[src/rtl/dpack_param_if.sv]
// Beat-side and word-side handshake bundle for the beat-to-word packer.
// Carries no state; the packer is the slave, the source/sink side is the master.
// Widths follow the packer parameters so one interface type serves any ratio.
interface dpack_param_if #(
   parameter int IN_W  = 8,
   parameter int RATIO = 4
);
   logic                    sync_n;
   logic [IN_W-1:0]         data_in;
   logic                    data_in_valid;
   logic                    data_in_ready;
   logic                    flush;
   logic                    flush_ack;
   logic [IN_W*RATIO-1:0]   data_out;
   logic [RATIO-1:0]        data_out_keep;
   logic                    data_out_last;
   logic                    data_out_valid;
   logic                    data_out_ready;

   modport master (
      output sync_n, data_in, data_in_valid, flush, data_out_ready,
      input  data_in_ready, flush_ack, data_out, data_out_keep,
             data_out_last, data_out_valid
   );

   modport slave (
      input  sync_n, data_in, data_in_valid, flush, data_out_ready,
      output data_in_ready, flush_ack, data_out, data_out_keep,
             data_out_last, data_out_valid
   );
endinterface

[src/rtl/dpack_param.sv]
// Packs RATIO consecutive IN_W-bit beats into one word; flush emits a partial word with keep.
// Latency: word valid the cycle after the edge accepting its last beat (or the flush).
// Backpressure: absorbs RATIO-1 beats while the output slot is full, then stalls the completing beat.
module dpack_param #(
   parameter int IN_W      = 8,
   parameter int RATIO     = 4,
   parameter bit MSB_FIRST = 1'b1
) (
   input logic          sysclk,
   input logic          reset,
   dpack_param_if.slave bus
);
   localparam int W  = IN_W * RATIO;
   localparam int CW = $clog2(RATIO + 1);
   localparam logic [CW-1:0] LAST_CNT = CW'(RATIO - 1);

   logic [CW-1:0]    cnt;
   logic [CW-1:0]    cnt_beat;
   logic [W-1:0]     acc;
   logic [W-1:0]     acc_beat;
   logic [RATIO-1:0] keep_beat;
   logic             slot_free;
   logic             in_rdy;
   logic             f_ack;
   logic             take;
   logic             load_full;
   logic             load_flush;
   logic             load;

   // Lane that the k-th beat of a word lands in. The mapping is its own inverse,
   // so it also gives the beat index that fills a given lane.
   function automatic int lane(input int k);
      return MSB_FIRST ? (RATIO - 1 - k) : k;
   endfunction

   // Handshake decisions and the accumulator as it would look with this cycle's beat folded in
   always_comb begin
      slot_free  = !bus.data_out_valid || bus.data_out_ready;
      in_rdy     = !reset && bus.sync_n &&
                   (slot_free || (cnt != LAST_CNT && !bus.flush));
      f_ack      = !reset && bus.sync_n && bus.flush && slot_free;
      take       = bus.data_in_valid && in_rdy;
      cnt_beat   = cnt + CW'(take);
      acc_beat   = acc;
      for (int i = 0; i < RATIO; i++) begin
         if (take && cnt == CW'(lane(i)))
            acc_beat[i*IN_W +: IN_W] = bus.data_in;
      end
      keep_beat  = '0;
      for (int k = 0; k < RATIO; k++) begin
         if (CW'(k) < cnt_beat)
            keep_beat[lane(k)] = 1'b1;
      end
      load_full  = take && (cnt == LAST_CNT);
      load_flush = f_ack && (cnt_beat != '0);
      load       = load_full || load_flush;
   end

   assign bus.data_in_ready = in_rdy;
   assign bus.flush_ack     = f_ack;

   // Beat counter and partial-word accumulator; sync_n drops any partial word
   always_ff @(posedge sysclk or posedge reset) begin
      if (reset) begin
         cnt <= '0;
         acc <= '0;
      end else if (!bus.sync_n || load) begin
         cnt <= '0;
         acc <= '0;
      end else if (take) begin
         cnt <= cnt_beat;
         acc <= acc_beat;
      end
   end

   // One-entry output register: a load wins over a consume in the same cycle
   always_ff @(posedge sysclk or posedge reset) begin
      if (reset) begin
         bus.data_out       <= '0;
         bus.data_out_keep  <= '0;
         bus.data_out_last  <= 1'b0;
         bus.data_out_valid <= 1'b0;
      end else if (load) begin
         bus.data_out       <= acc_beat;
         bus.data_out_keep  <= keep_beat;
         bus.data_out_last  <= load_flush;
         bus.data_out_valid <= 1'b1;
      end else if (bus.data_out_ready) begin
         bus.data_out_valid <= 1'b0;
      end
   end
endmodule

[src/flat_wrapper.sv]
// flat-port wrapper written by rule: the top's interface ports become plain ports
module dpack_param_flat 
#(
   parameter int IN_W      = 8,
   parameter int RATIO     = 4,
   parameter bit MSB_FIRST = 1'b1
)
  (sysclk, reset, bus_sync_n, bus_data_in, bus_data_in_valid, bus_flush, bus_data_out_ready, bus_data_in_ready, bus_flush_ack, bus_data_out, bus_data_out_keep, bus_data_out_last, bus_data_out_valid);
  dpack_param_if #(.IN_W(IN_W), .RATIO(RATIO)) bus_i ();
  input logic sysclk;
  input logic reset;
  input wire logic [$bits(bus_i.sync_n)-1:0] bus_sync_n;
  input wire logic [$bits(bus_i.data_in)-1:0] bus_data_in;
  input wire logic [$bits(bus_i.data_in_valid)-1:0] bus_data_in_valid;
  input wire logic [$bits(bus_i.flush)-1:0] bus_flush;
  input wire logic [$bits(bus_i.data_out_ready)-1:0] bus_data_out_ready;
  output wire logic [$bits(bus_i.data_in_ready)-1:0] bus_data_in_ready;
  output wire logic [$bits(bus_i.flush_ack)-1:0] bus_flush_ack;
  output wire logic [$bits(bus_i.data_out)-1:0] bus_data_out;
  output wire logic [$bits(bus_i.data_out_keep)-1:0] bus_data_out_keep;
  output wire logic [$bits(bus_i.data_out_last)-1:0] bus_data_out_last;
  output wire logic [$bits(bus_i.data_out_valid)-1:0] bus_data_out_valid;
  assign bus_i.sync_n = bus_sync_n;
  assign bus_i.data_in = bus_data_in;
  assign bus_i.data_in_valid = bus_data_in_valid;
  assign bus_i.flush = bus_flush;
  assign bus_i.data_out_ready = bus_data_out_ready;
  assign bus_data_in_ready = bus_i.data_in_ready;
  assign bus_flush_ack = bus_i.flush_ack;
  assign bus_data_out = bus_i.data_out;
  assign bus_data_out_keep = bus_i.data_out_keep;
  assign bus_data_out_last = bus_i.data_out_last;
  assign bus_data_out_valid = bus_i.data_out_valid;
  dpack_param #(.IN_W(IN_W), .RATIO(RATIO), .MSB_FIRST(MSB_FIRST)) u_core (.sysclk(sysclk), .reset(reset), .bus(bus_i));
endmodule
[config.mk]
export PLATFORM = sky130hd
export DESIGN_NAME = dpack_param_flat
export DESIGN_NICKNAME = d
export VERILOG_FILES = /design/src/rtl/dpack_param_if.sv /design/src/rtl/dpack_param.sv /design/src/flat_wrapper.sv
export SDC_FILE = /design/constraint.sdc
export NUM_CORES = 1
export LEC_CHECK = 0
export ABC_CLOCK_PERIOD_IN_PS = 2300
export BUFFER_PORTS_ARGS = -buffer_cell sky130_fd_sc_hd__buf_2
export CORE_AREA = 4 4 89 91
export DETAILED_ROUTE_END_ITERATION = 8
export DIE_AREA = 0 0 93 95
export PLACE_DENSITY = 0.7
export SYNTH_ARGS = -nofsm -noshare
export SYNTH_HDL_FRONTEND = slang
export SYNTH_SLANG_ARGS = --single-unit
[constraint.sdc]
create_clock -name sysclk -period 2.3 [get_ports sysclk]
set_input_delay 0.23 -clock sysclk [delete_from_list [all_inputs] [get_ports sysclk]]
set_output_delay 0.23 -clock sysclk [all_outputs]
set_load 0.01 [all_outputs]
-- Word-level counts from Yosys, hierarchy flattened
Cells that the tools add are included.
- flip-flop bits (word level): 73
- logic and storage cells: 52
- output and inout port bits: 40
- bits of input ports: 14
- reduce and logical (&&, ||, !) cells: 23
- equal/unequal tests: 4
- magnitude comparators: 4
- $add $sub $neg: 1
- muxes and demuxes: 14
- operators by type and width (operator ; number):
    $mux W32 ; 2
    $mux W8 ; 4
    $logic_and A1 B1 Y1 ; 11
    $eq A3 B2 Y1 const B ; 2
    $lt A1 B3 Y1 const A ; 2
    $lt A2 B3 Y1 const A ; 2
    $mux W1 ; 6
    $mux W3 ; 2
    $logic_not A1 Y1 ; 4
    $logic_or A1 B1 Y1 ; 4
    $reduce_bool A2 Y1 ; 2
    $add A3 B1 Y3 ; 1
    $eq A3 B1 Y1 const B ; 1
    $logic_not A3 Y1 ; 1
    $ne A3 B2 Y1 const B ; 1
    $reduce_bool A3 Y1 ; 1

-- Logic depth before layout (Yosys ltp)
Gate-level depths: netlist of run 1.
- depth in word-level cells: 11
- gate-level depth with buffers: 12
- gate-level depth less buffers: 9

-- Worst setup path before layout of run 1
OpenSTA, ideal clock, no wires.
- path type: register -> register
- start: reg u_core.cnt[2]
- end: reg u_core.bus.data_out_keep[0]
- path slack: -0.190 ns
- stages on the path, launching flop included: 11
- required time: 2.175 ns
- path buffers: 1
- data arrival time: 2.366 ns
- path through: dfrtp_1 > nand3b_1 > a21oi_1 > nor2_1 > ha_1 > ha_1 > xor2_1 > o311a_1 > nand2b_1 > buf_2 > mux2_2
- cells in the longest elaborated chain, start to end: 9
- elaborated cells on any way between the ends: 13
- those cells by class: add/sub: 1; order compare: 1; eq/ne: 2; mux: 1; reduce/logical: 8
- RTL lines (item ; RTL line ; RTL):
    start: declaration ; dpack_param.sv:17 ; logic [CW-1:0] cnt;
    start signal: assignment ; dpack_param.sv:71 ; cnt <= cnt_beat;
    parallel branches: the longest is 9 deep, another holds $add A3 B1 Y3 ; n/a ;
    end signal: assignment ; dpack_param.sv:85 ; bus.data_out_keep <= keep_beat;
    end: declaration ; dpack_param_if.sv:28 ; output data_in_ready, flush_ack, data_out, data_out_keep,
Several ways; the timed one is not identified.
A chain may end at the register's enable or synchronous reset.

-- Worst setup path in the final report of run 1
- start: reg u_core.cnt[2]
- end: reg u_core.bus.data_out[13]
- cells in the longest elaborated chain, start to end: 9
- elaborated cells on any way between the ends: 14
- those cells by class: add/sub: 1; eq/ne: 3; mux: 1; reduce/logical: 9
- RTL lines (item ; RTL line ; RTL):
    $ne A3 B2 Y1 ; dpack_param.sv:40 ; (slot_free || (cnt != LAST_CNT && !bus.flush));
    $logic_and A1 B1 Y1 ; dpack_param.sv:40 ;
    $logic_or A1 B1 Y1 ; dpack_param.sv:40 ;
    $logic_and A1 B1 Y1 ; dpack_param.sv:39 ; in_rdy = !reset && bus.sync_n &&
    $logic_and A1 B1 Y1 ; dpack_param.sv:42 ; take = bus.data_in_valid && in_rdy;
    $add A3 B1 Y3 ; dpack_param.sv:43 ; cnt_beat = cnt + CW'(take);
    $reduce_bool A3 Y1 ; dpack_param.sv:55 ; load_flush = f_ack && (cnt_beat != '0);
    $logic_and A1 B1 Y1 ; dpack_param.sv:55 ;
    $logic_or A1 B1 Y1 ; dpack_param.sv:56 ; load = load_full || load_flush;
    end signal: assignment ; dpack_param.sv:84 ; bus.data_out <= acc_beat;
    end: declaration ; dpack_param_if.sv:28 ;
Several ways; a longest one is shown, not always the timed one.

==> impl_results.md, run 1 <==
- Post-synth EDFFs: 0
- Post-route cell area: 3880 um^2
- Reg-to-reg slack, setup: between 0.02 and 0.025 ns
- Nets@finish: 355
- Post-Synth Adder-Cell Area: 0.824%
- Routability congestion estimate: 0.898
- FFs w/ async S/R, synth: 100%
- GRT Total Usage: between 10% and 20%
- Clock insertion delay at the later pin of the skew report: between 0.3 and 0.4 ns
- Avg WL per Cell: 16.8 um
- Clk buf depth: 2
- Synth Area in XOR/XNOR: 0.289%
- Req. time, crit path: about 2.6 ns
- # IOs: 54
- Pre-CTS setup slack: -0.0123 ns
- GR Overflow Total: 0
- PwrDens: about 800 nW/um^2
- Synthesized instance count: around 270
- Primary FF master, synth: dfrtp_1
- Area of the multi-input gates: ~1200 um^2
- CP max stage cell: dfrtp_1
- Syn_area_per_cell: 11.4 um^2
- P_leak: between 2 and 2.5 nW
- H-tree Lvls: 3
- Initial Util: 42.5%
- Sequential-to-total area share from yosys stat: roughly 60%
- Antenna violations before repair: 0
- Final worst slack: between 0.02 and 0.025 ns
- HP Class: in -> reg
- Commonest cells in the netlist: dfrtp_1, mux2i_1, a21oi_1, nor2_1, nor3_1
- Max Cap Viol: 0
- Synth top area cells: dfrtp_1, mux2i_1, a21oi_1
- DP Wirelength: approximately 5100 um
- Core ar.: ~7100 um^2
- DRC viols: 0
- Yosys cell types: 34
- PortBufs: 53
- Largest net degree at the start of global routing: 48
- Arr. time, crit path: around 2.5 ns
- Reg2Reg Depth: 10
- Syn nets: around 280
- Site Rows: 31
- RSZ-0062 raised after global routing: true
- Die footprint: roughly 8800 um^2
- Clock root cell: clkbuf_8
- Vias in the first global route: between 2000 and 2500
- Die width: roughly 93 um
- Post-synth top area share: roughly three fifths
- Tmin final: about 2.3 ns
- Max rail drop VDD: slightly above 0.0005 V
- Slowest stage delay, CP: 0.37 ns
- Final Hold Viols: 0
- Inst Count DP: ~430
- Mux cell area share after synthesis: 10.9%
- Top-count cell post-synth: dfrtp_1
- Max Clk Rate: ~440 MHz
- Fill cells: between 600 and 700
- Compound-Gate Fraction of Synth Area: under 10%
- Area Overhead vs Synth: 27.8%
- Slew @ Worst Pin: approximately 0.33 ns
- Post-Synthesis Cell Area: approximately 3000 um^2
- Clk pin slew, worst setup/hold paths: roughly 0.08 ns
- Post-synth top area cell: dfrtp_1
- Synth Area in Simple Gates: between 10% and 20%
- Final max-slew violation count: 0
- Max Clock Skew: 0.0101 ns
- Placed inst area: roughly 3600 um^2
- CTS buffer count: 9
- Flip-flop and latch area: between 1500 and 2000 um^2
- Routed vias: between 2000 and 2500
- Worst Hold Depth: 3
- Crit start category: flop
- Routed vias/inst: about 5.2
- Final period util: 99.0%
- Largest family of logic cells by synthesized area: simple AND/OR/NAND/NOR gates
- YS warnings: 0
- Wirelength, routed: 7410 um
- Die H: between 90 and 100 um
- Status: finished, final reports clean
- First-pass GRT wire length: between 10000 and 15000 um
- ANT cells: 0
- CTS tree: yes
- CTS Sinks: 73
- Flop and latch count out of synthesis: 73
- Non-Filler Instances: between 400 and 500
- Worst rel slew slack: 78.2%
- DRT antenna net count: 0
- CP cell instances: nand3b_1 -> a21oi_2 -> nor2_1 -> ha_2 -> ha_4 -> xor2_2 -> o311a_4 -> nand2b_2 -> buf_12 -> a21oi_1
- Crit path max fanout: 23
- Worst Setup End Kind: flop
- Pre-antenna DRT Iters: 4
- Crit Path Class: reg -> reg
- Setup Total Neg Slack: 0 ns
- # setup viols final: 0
- DR iter-0 viols: 112
- Proportion of layout cells with a drive suffix above 1: 33.5%
-- state kept, by name, indices dropped and copies added (netlist names) --
register	count
u_core.acc	32
u_core.bus.data_out	32
u_core.bus.data_out_keep	4
u_core.cnt	3
u_core.bus.data_out_last	1
u_core.bus.data_out_valid	1
-- metal layers --
layer | global-route usage (%) | wire (um) | vias up
met5 | 0 | 0 | -
met4 | 4.52 | 81 | 0
met3 | 5.42 | 414 | 9
met2 | 29.4 | 3610 | 69
met1 | 23.6 | 3300 | 1133
li1 | - | - | 1072
-- worst max-delay path: cells and delay by family, from the launching register on --
kind / cells / cell delay (ns)
AND/OR/NAND/NOR: 3 / 0.46
buffers and inverters: 1 / 0.18
XOR/XNOR: 1 / 0.15
flip-flops: 1 / 0.37
adder cells (fa/ha/maj): 2 / 0.35
AO/OA/AOI/OAI: 3 / 0.67
-- area by class of cell --
cell class                      instances  area share [%]
Clock inverter                          4            1.97
Tap cell                               99            3.19
Inverter                                3           0.290
Timing Repair Buffer                   79            13.5
Clock buffer                           11            3.90
Multi-Input combinational cell        173            30.1
Sequential cell                        73            47.1
-- worst paths after layout --
path                                              from                           to
min reg2reg                u_core.bus.data_out_keep[3]  u_core.bus.data_out_keep[3]
max in group asynchronous                        reset                u_core.acc[9]
max                                      u_core.cnt[2]      u_core.bus.data_out[13]
min in group asynchronous                        reset                u_core.cnt[2]
max reg2reg                              u_core.cnt[2]      u_core.bus.data_out[13]
min                                     bus_data_in[7]       u_core.bus.data_out[7]
-- cell families (layout without fill, tap and decap cells) --
family | after synthesis | in the layout
XOR/XNOR | 1 | 1
flip-flops | 73 | 73
adder cells (fa/ha/maj) | 2 | 2
AND/OR/NAND/NOR | 92 | 92
multiplexers | 33 | 33
buffers and inverters | 20 | 97
AO/OA/AOI/OAI | 45 | 45
-- through the flow --
stage / utilization, % / hold slack [ns] / power, mW
final: 54.4 / 0.155 / 3.11
after global routing: 54.4 / 0.161 / 3.27
after CTS: 53.5 / 0.149 / 3.14
after detailed placement: 50.0 / 0.329 / 2.01
after global placement: 50.0 / 0.329 / 1.99
after floorplan: - / 0.347 / 1.78
-- cell usage in the layout (no fill, tap or decap), drive strengths merged, types with 8 or more instances in the layout --
cell	n
nor2	28
and3	8
nor3	26
buf	78
clkbuf	11
o21ai	10
mux2i	32
nand2	12
a21oi	31
dfrtp	73
-- where the power goes --
| group | switching [mW] | internal (mW) |
|---|---|---|
| registers | 0.0793 | 1.42 |
| logic | 0.262 | 0.222 |
| clock network | 0.455 | 0.666 |
-- timing repair --
item                       CTS  global route
buffers inserted             0             0
setup endpoints to repair   34            48
gates resized for setup      2            19
hold endpoints to repair    55             0
pin swaps                    0             1
hold buffers                 1             0
(Power assumes the default switching activity.)
==> run 2: changes to the inputs <==
--- a/config.mk
+++ b/config.mk
@@ -7,10 +7,13 @@
 export LEC_CHECK = 0
 export ABC_CLOCK_PERIOD_IN_PS = 2300
 export BUFFER_PORTS_ARGS = -buffer_cell sky130_fd_sc_hd__buf_2
-export CORE_AREA = 4 4 89 91
+export CAP_MARGIN = 20
+export CELL_PAD_IN_SITES_DETAIL_PLACEMENT = 1
+export CELL_PAD_IN_SITES_GLOBAL_PLACEMENT = 1
+export CORE_AREA = 4 4 94 96
 export DETAILED_ROUTE_END_ITERATION = 8
-export DIE_AREA = 0 0 93 95
-export PLACE_DENSITY = 0.7
+export DIE_AREA = 0 0 98 100
+export PLACE_DENSITY = 0.77
 export SYNTH_ARGS = -nofsm -noshare
 export SYNTH_HDL_FRONTEND = slang
 export SYNTH_SLANG_ARGS = --single-unit
==> impl_results.md, run 2 (synthesis gave the netlist of run 1 again) <==
- Status: finished, violations left
- Failing checks: setup timing
- Hold_sp: bus_data_in[6]
- Avg WL per Cell: 20.7 um (+24%)
- Max Clk Rate: 423 MHz (-3.6%)
- Vias in the first global route: 2542 (+9.4%)
- Max rail drop VDD: 0.000333 V (-34%)
- ANT cells: 0 (unchanged)
- # setup viols final: 56 (+56)
- Crit path max fanout: 10 (-57%)
- Clk buf depth: 2 (unchanged)
- Largest net degree at the start of global routing: 57 (+19%)
- Worst rel slew slack: 62.2% (-16 points)
- Core ar.: 8050 um^2 (+13%)
- P_leak: 2.13 nW (+4.8%)
- # IOs: 54 (unchanged)
- Antenna violations before repair: 0 (unchanged)
- Final period util: 103% (+3.7 points)
- Reg2reg end: u_core.acc[22]
- Final Hold Viols: 0 (unchanged)
- DRT antenna net count: 0 (unchanged)
- Worst Hold Depth: 3 (unchanged)
- Proportion of layout cells with a drive suffix above 1: 47.7% (+14 points)
- Wirelength, routed: 9460 um (+28%)
- Crit start category: flop
- Worst Setup End Kind: flop
- Initial Util: 37.7% (-4.8 points)
- Fill cells: 855 (+27%)
- Final worst slack: -0.0635 ns (-0.0855 ns)
- CTS buffer count: 9 (unchanged)
- RSZ-0062 raised after global routing: true
- H-tree Lvls: 3 (unchanged)
- GRT Total Usage: 18.2% (+0.23 points)
- Die footprint: 9800 um^2 (+11%)
- DP Wirelength: 5730 um (+13%)
- DRC viols: 0 (unchanged)
- Nets@finish: 364 (+2.5%)
- Worst flop-to-flop path startpoint: u_core.cnt[2]
- Clk pin slew, worst setup/hold paths: 0.08 ns (about the same)
- Slew @ Worst Pin: 0.552 ns (+0.224 ns)
- Die H: 100 um (+5.3%)
- CTS Sinks: 73 (unchanged)
- Final max-slew violation count: 0 (unchanged)
- Crit Path Class: reg -> reg
- Req. time, crit path: 2.57 ns (about the same)
- Die width: 98 um (+5.4%)
- First-pass GRT wire length: 13800 um (+15%)
- PortBufs: 53 (unchanged)
- HP Class: in -> reg
- Tmin final: 2.36 ns (+0.0855 ns)
- Clock root cell: clkbuf_8
- Site Rows: 33 (+6.5%)
- Routability congestion estimate: 0.850 (-5.3%)
- Max Clock Skew: 0.00761 ns (-0.00253 ns)
- GR Overflow Total: 0 (unchanged)
- Most frequent cells in the layout: dfrtp_1, buf_2, mux2i_1, a21oi_2, buf_4
- Pre-antenna DRT Iters: 4 (unchanged)
- Area Overhead vs Synth: 41.1%
- Reg-to-reg slack, setup: -0.06 ns (-0.09 ns)
- PwrDens: 765 nW/um^2 (-4.4%)
- Clock insertion delay at the later pin of the skew report: 0.35 ns (about the same)
- Regs by FF count: u_core.acc (32), u_core.bus.data_out (32), u_core.bus.data_out_keep (4)
- Setup crit start: u_core.cnt[2]
- Commonest non-fill, non-tap cell in the layout: dfrtp_1
- Routed vias: 2427 (+6.3%)
- CTS tree: yes
- Routed vias/inst: 5.31 (+2.8%)
- Hold endpoint: u_core.bus.data_out[6]
- Arr. time, crit path: 2.64 ns (+0.10 ns)
- Pre-CTS setup slack: -0.0882 ns (-0.0759 ns)
- Fin util: 53.2% (-1.2 points)
- Max Cap Viol: 0 (unchanged)
- DR iter-0 viols: 81 (-28%)
- Reg2Reg Depth: 10 (unchanged)
==> run 2: changes by cell type in the layout (fill, tap and decap cells not counted), moves of 2 or more <==
cell and change:
o21ai_0 -2, nor3_1 -6, a21oi_2 +24, clkbuf_16 +4, nor2_1 -12, o21ai_1 +2
a21oi_4 +2, a21oi_1 -26, nor2_4 +11, buf_12 +2, buf_4 +4, nor3_2 +6
==> run 2: worst max-delay path, cell delays in order (launching register included) <==
cell	delay [ns]
dfrtp_1	0.38
nand3b_1	0.18
a21oi_2	0.20
nor2_2	0.07
ha_2	0.19
ha_4	0.17
xor2_2	0.16
o311a_4	0.36
nand3b_4	0.25
clkbuf_16	0.22
nor2_1	0.12
==> run 2: worst max-delay path by stage <==
stage	to	slack, ns	cells past startpoint
5_1_grt	u_core.acc[13]	-0.15	10
4_1_cts	u_core.acc[0]	0.008	11
2_1_floorplan	u_core.bus.data_out_keep[0]	-0.06	10
6_report	u_core.acc[22]	-0.06	10
3_3_place_gp	u_core.bus.data_out[19]	0.04	10
3_5_place_dp	u_core.bus.data_out[20]	-0.09	10
==> run 2: layout make-up <==
cell class | count | area (um^2) | share of cell area (%)
inverters | 3 | 11.3 | 0.263
clock buffers | 13 | 169 | 3.94
repair buffers | 88 | 683 | 15.9
clock inverters | 2 | 60.1 | 1.40
well taps | 105 | 131 | 3.07
multi-input cells | 173 | 1400 | 32.7
flip-flops and latches | 73 | 1830 | 42.6
==> run 2: repair_timing <==
item | CTS | global route
resized for setup | 6 | 78
hold buffers | 1 | 0
pin swaps | 0 | 2
setup endpoints to repair | 35 | 69
gates cloned | 0 | 4
setup buffers | 1 | 4
hold endpoints to repair | 17 | 0
==> run 2: layer usage <==
metal	GRT usage, %	part of all wire [%]	vias up
met1	24.8	43	1241
met3	3.54	3.8	22
met5	0	0	-
met2	29.2	50	71
met4	6.82	2.7	0
li1	-	-	1093
==> run 2: power by group <==
part / total (mW) / switching [mW] / internal, mW
clock: 1.17 / 0.472 / 0.695
sequential: 1.52 / 0.0929 / 1.42
combinational: 0.595 / 0.324 / 0.271
==> run 2: metrics by stage <==
step           power (mW)  instance area [um^2]  TNS [ns]  instances  hold WS, ns
2_1_floorplan        1.78                  3060     -1.43        266        0.347
3_3_place_gp         2.00                  3590         0        432        0.268
3_5_place_dp         2.02                  3590     -2.03        432        0.286
4_1_cts              3.19                  3860         0        449        0.145
5_1_grt              3.43                  4280     -6.24        457        0.152
6_report             3.28                  4280     -1.28        457        0.155
==> run 3: changes to the inputs <==
--- a/config.mk
+++ b/config.mk
@@ -13,7 +13,7 @@
 export CORE_AREA = 4 4 94 96
 export DETAILED_ROUTE_END_ITERATION = 8
 export DIE_AREA = 0 0 98 100
-export PLACE_DENSITY = 0.77
+export PLACE_DENSITY = 0.79
 export SYNTH_ARGS = -nofsm -noshare
 export SYNTH_HDL_FRONTEND = slang
 export SYNTH_SLANG_ARGS = --single-unit
==> impl_results.md, run 3 (synthesis gave the netlist of run 1 again) <==
- Gr busiest metal: met2
- Max Clk Rate: 435 MHz (+2.8%)
- Largest net degree at the start of global routing: 52 (-8.8%)
- Nets@finish: 357 (-1.9%)
- Crit start category: flop
- Final worst slack: 0.000555 ns (+0.0640 ns)
- CTS buffer count: 9 (unchanged)
- CTS tree: yes
- Placed inst area: 3560 um^2 (-0.63%)
- DRC viols: 0 (unchanged)
- Inst Count DP: 429 (-0.69%)
- Core ar.: 8050 um^2 (unchanged)
- DR iter-0 viols: 113 (+40%)
- Final Hold Viols: 0 (unchanged)
- Max Cap Viol: 0 (unchanged)
- Reg2Reg Depth: 10 (unchanged)
- GRT Total Usage: 18.1% (-0.15 points)
- PwrDens: 828 nW/um^2 (+8.2%)
- Arr. time, crit path: 2.58 ns (-0.06 ns)
- Routed vias: 2421 (-0.25%)
- Regs by FF count: u_core.acc (32), u_core.bus.data_out (32), u_core.bus.data_out_keep (4)
- Worst rel slew slack: 63.4% (+1.3 points)
- Final period util: 100% (-2.8 points)
- Proportion of layout cells with a drive suffix above 1: 40.2% (-7.6 points)
- Max rail drop VDD: 0.000340 V (+2.1%)
- Pre-CTS setup slack: -0.0914 ns (-0.00323 ns)
- H-tree Lvls: 3 (unchanged)
- # setup viols final: 0 (-100%)
- Power, Total: 3.38 mW (+3.0%)
- Site Rows: 33 (unchanged)
- PortBufs: 53 (unchanged)
- Initial Util: 37.7% (unchanged)
- DRT antenna net count: 0 (unchanged)
- Die width: 98 um (unchanged)
- Sequential Power Share: 44.8% (-1.4 points)
- Clock Power Share: 39.5% (+3.9 points)
- Clock insertion delay at the later pin of the skew report: 0.35 ns (about the same)
- Int Pwr: 2.49 mW (+4.3%)
- Avg WL per Cell: 19.7 um (-4.9%)
- Die footprint: 9800 um^2 (unchanged)
- M3 GR Usage: 4.10% (+0.56 points)
- Clk pin slew, worst setup/hold paths: 0.08 ns (about the same)
- RSZ-0062 raised after global routing: true
- CTS Sinks: 73 (unchanged)
- Commonest non-fill, non-tap cell in the layout: dfrtp_1
- Tmin final: 2.30 ns (-0.0640 ns)
- GR Overflow Total: 0 (unchanged)
- Net switching power: 886 uW (-0.29%)
- Routability congestion estimate: 0.862 (+1.5%)
- Final max-slew violation count: 0 (unchanged)
- Wirelength, routed: 8880 um (-6.2%)
- Clock root cell: clkbuf_8
- Grt met1 use: 23.0% (-1.8 points)
- Slew @ Worst Pin: 0.548 ns (-0.00406 ns)
- Die H: 100 um (unchanged)
- ANT cells: 0 (unchanged)
- Combinational Power Share: 15.7% (-2.5 points)
- P_leak: 2.07 nW (-2.9%)
- Req. time, crit path: 2.59 ns (+0.02 ns)
- Worst Setup End Kind: flop
- Switch share: 26.2% (-0.87 points)
- Clk buf depth: 2 (unchanged)
- Crit Path Class: reg -> reg
- Pre-antenna DRT Iters: 4 (unchanged)
- HP Class: in -> reg
- Routed vias/inst: 5.37 (+1.1%)
- First-pass GRT wire length: 13700 um (-0.36%)
- Crit path max fanout: 7 (-3)
- Status: finished, final reports clean
- DP Wirelength: 5600 um (-2.2%)
- Most frequent cells in the layout: dfrtp_1, buf_2, mux2i_1, a21oi_1, nor3_1
- Fin util: 50.7% (-2.5 points)
- GR Util met2: 30.3% (+1.1 points)
- Worst Hold Depth: 3 (unchanged)
- Max Clock Skew: 0.00715 ns (-0.000463 ns)
- Vias in the first global route: 2596 (+2.1%)
- Non-Filler Instances: 451 (-1.3%)
- # IOs: 54 (unchanged)
- Antenna violations before repair: 0 (unchanged)
- Post-route cell area: 4080 um^2 (-4.8%)
- Area Overhead vs Synth: 34.4%
## run 3: cell types whose count changed in the layout (fill, tap and decap cells not counted), sizes merged
cell | before | now
buf | 83 | 79
bufinv | 2 | 4
clkbuf | 17 | 10
clkinv | 0 | 3
## run 3: final cells by class
cell class / instances / area (um^2)
Sequential cell: 73 / 1830
Clock inverter: 7 / 143
Inverter: 3 / 11.3
Timing Repair Buffer: 81 / 562
Multi-Input combinational cell: 173 / 1280
Fill cell: 874 / 3970
Tap cell: 105 / 131
Clock buffer: 9 / 124
## run 3: routing by layer
| metal | wire length (um) | vias up | share of wire, % |
|---|---|---|---|
| li1 | - | 1085 | - |
| met3 | 341 | 13 | 3.8 |
| met2 | 4480 | 60 | 50 |
| met1 | 3880 | 1263 | 44 |
| met5 | 0 | - | 0 |
| met4 | 178 | 0 | 2.0 |
## run 3: worst max-delay path, stage by stage (launching register included)
cell and delay (ns):
dfrtp_1 0.38, nand3b_1 0.17, a21oi_2 0.16, nor2_1 0.07
ha_2 0.19, ha_4 0.17, xor2_2 0.15, o311a_4 0.35
nand3b_4 0.25, clkbuf_16 0.22, nor2_2 0.12
## run 3: power groups by stage
stage	logic [mW]	clock network [mW]	registers [mW]
after floorplan	0.191	0	1.58
after global placement	0.474	0	1.53
after detailed placement	0.492	0	1.53
after CTS	0.500	1.35	1.51
after global routing	0.584	1.41	1.53
final	0.531	1.33	1.51
## run 3: path summary, 6_finish.rpt
check / startpoint / endpoint / slack [ns]
worst max-delay path: u_core.cnt[2] / u_core.acc[12] / 0.0006
worst min-delay path: bus_data_in[5] / u_core.bus.data_out[5] / 0.16
worst max register to register: u_core.cnt[2] / u_core.acc[12] / 0.0006
worst min register to register: u_core.bus.data_out_last / u_core.bus.data_out_last / 0.49
max in group asynchronous: reset / u_core.cnt[1] / 1.13
min in group asynchronous: reset / u_core.bus.data_out_last / 0.52
## run 3: per-stage QoR
step / setup TNS (ns) / hold slack (ns)
after floorplan: -1.43 / 0.347
after global placement: 0 / 0.321
after detailed placement: -0.878 / 0.333
after CTS: 0 / 0.155
after global routing: -2.43 / 0.167
final: 0 / 0.157
## run 3: timing repair
action / 4_1_cts / 5_1_grt
hold buffers: 1 / 0
resized for setup: 4 / 46
pin swaps: 0 / 10
buffers inserted: 0 / 4
gates cloned: 0 / 1
hold endpoints to repair: 22 / 0
setup endpoints to repair: 34 / 55
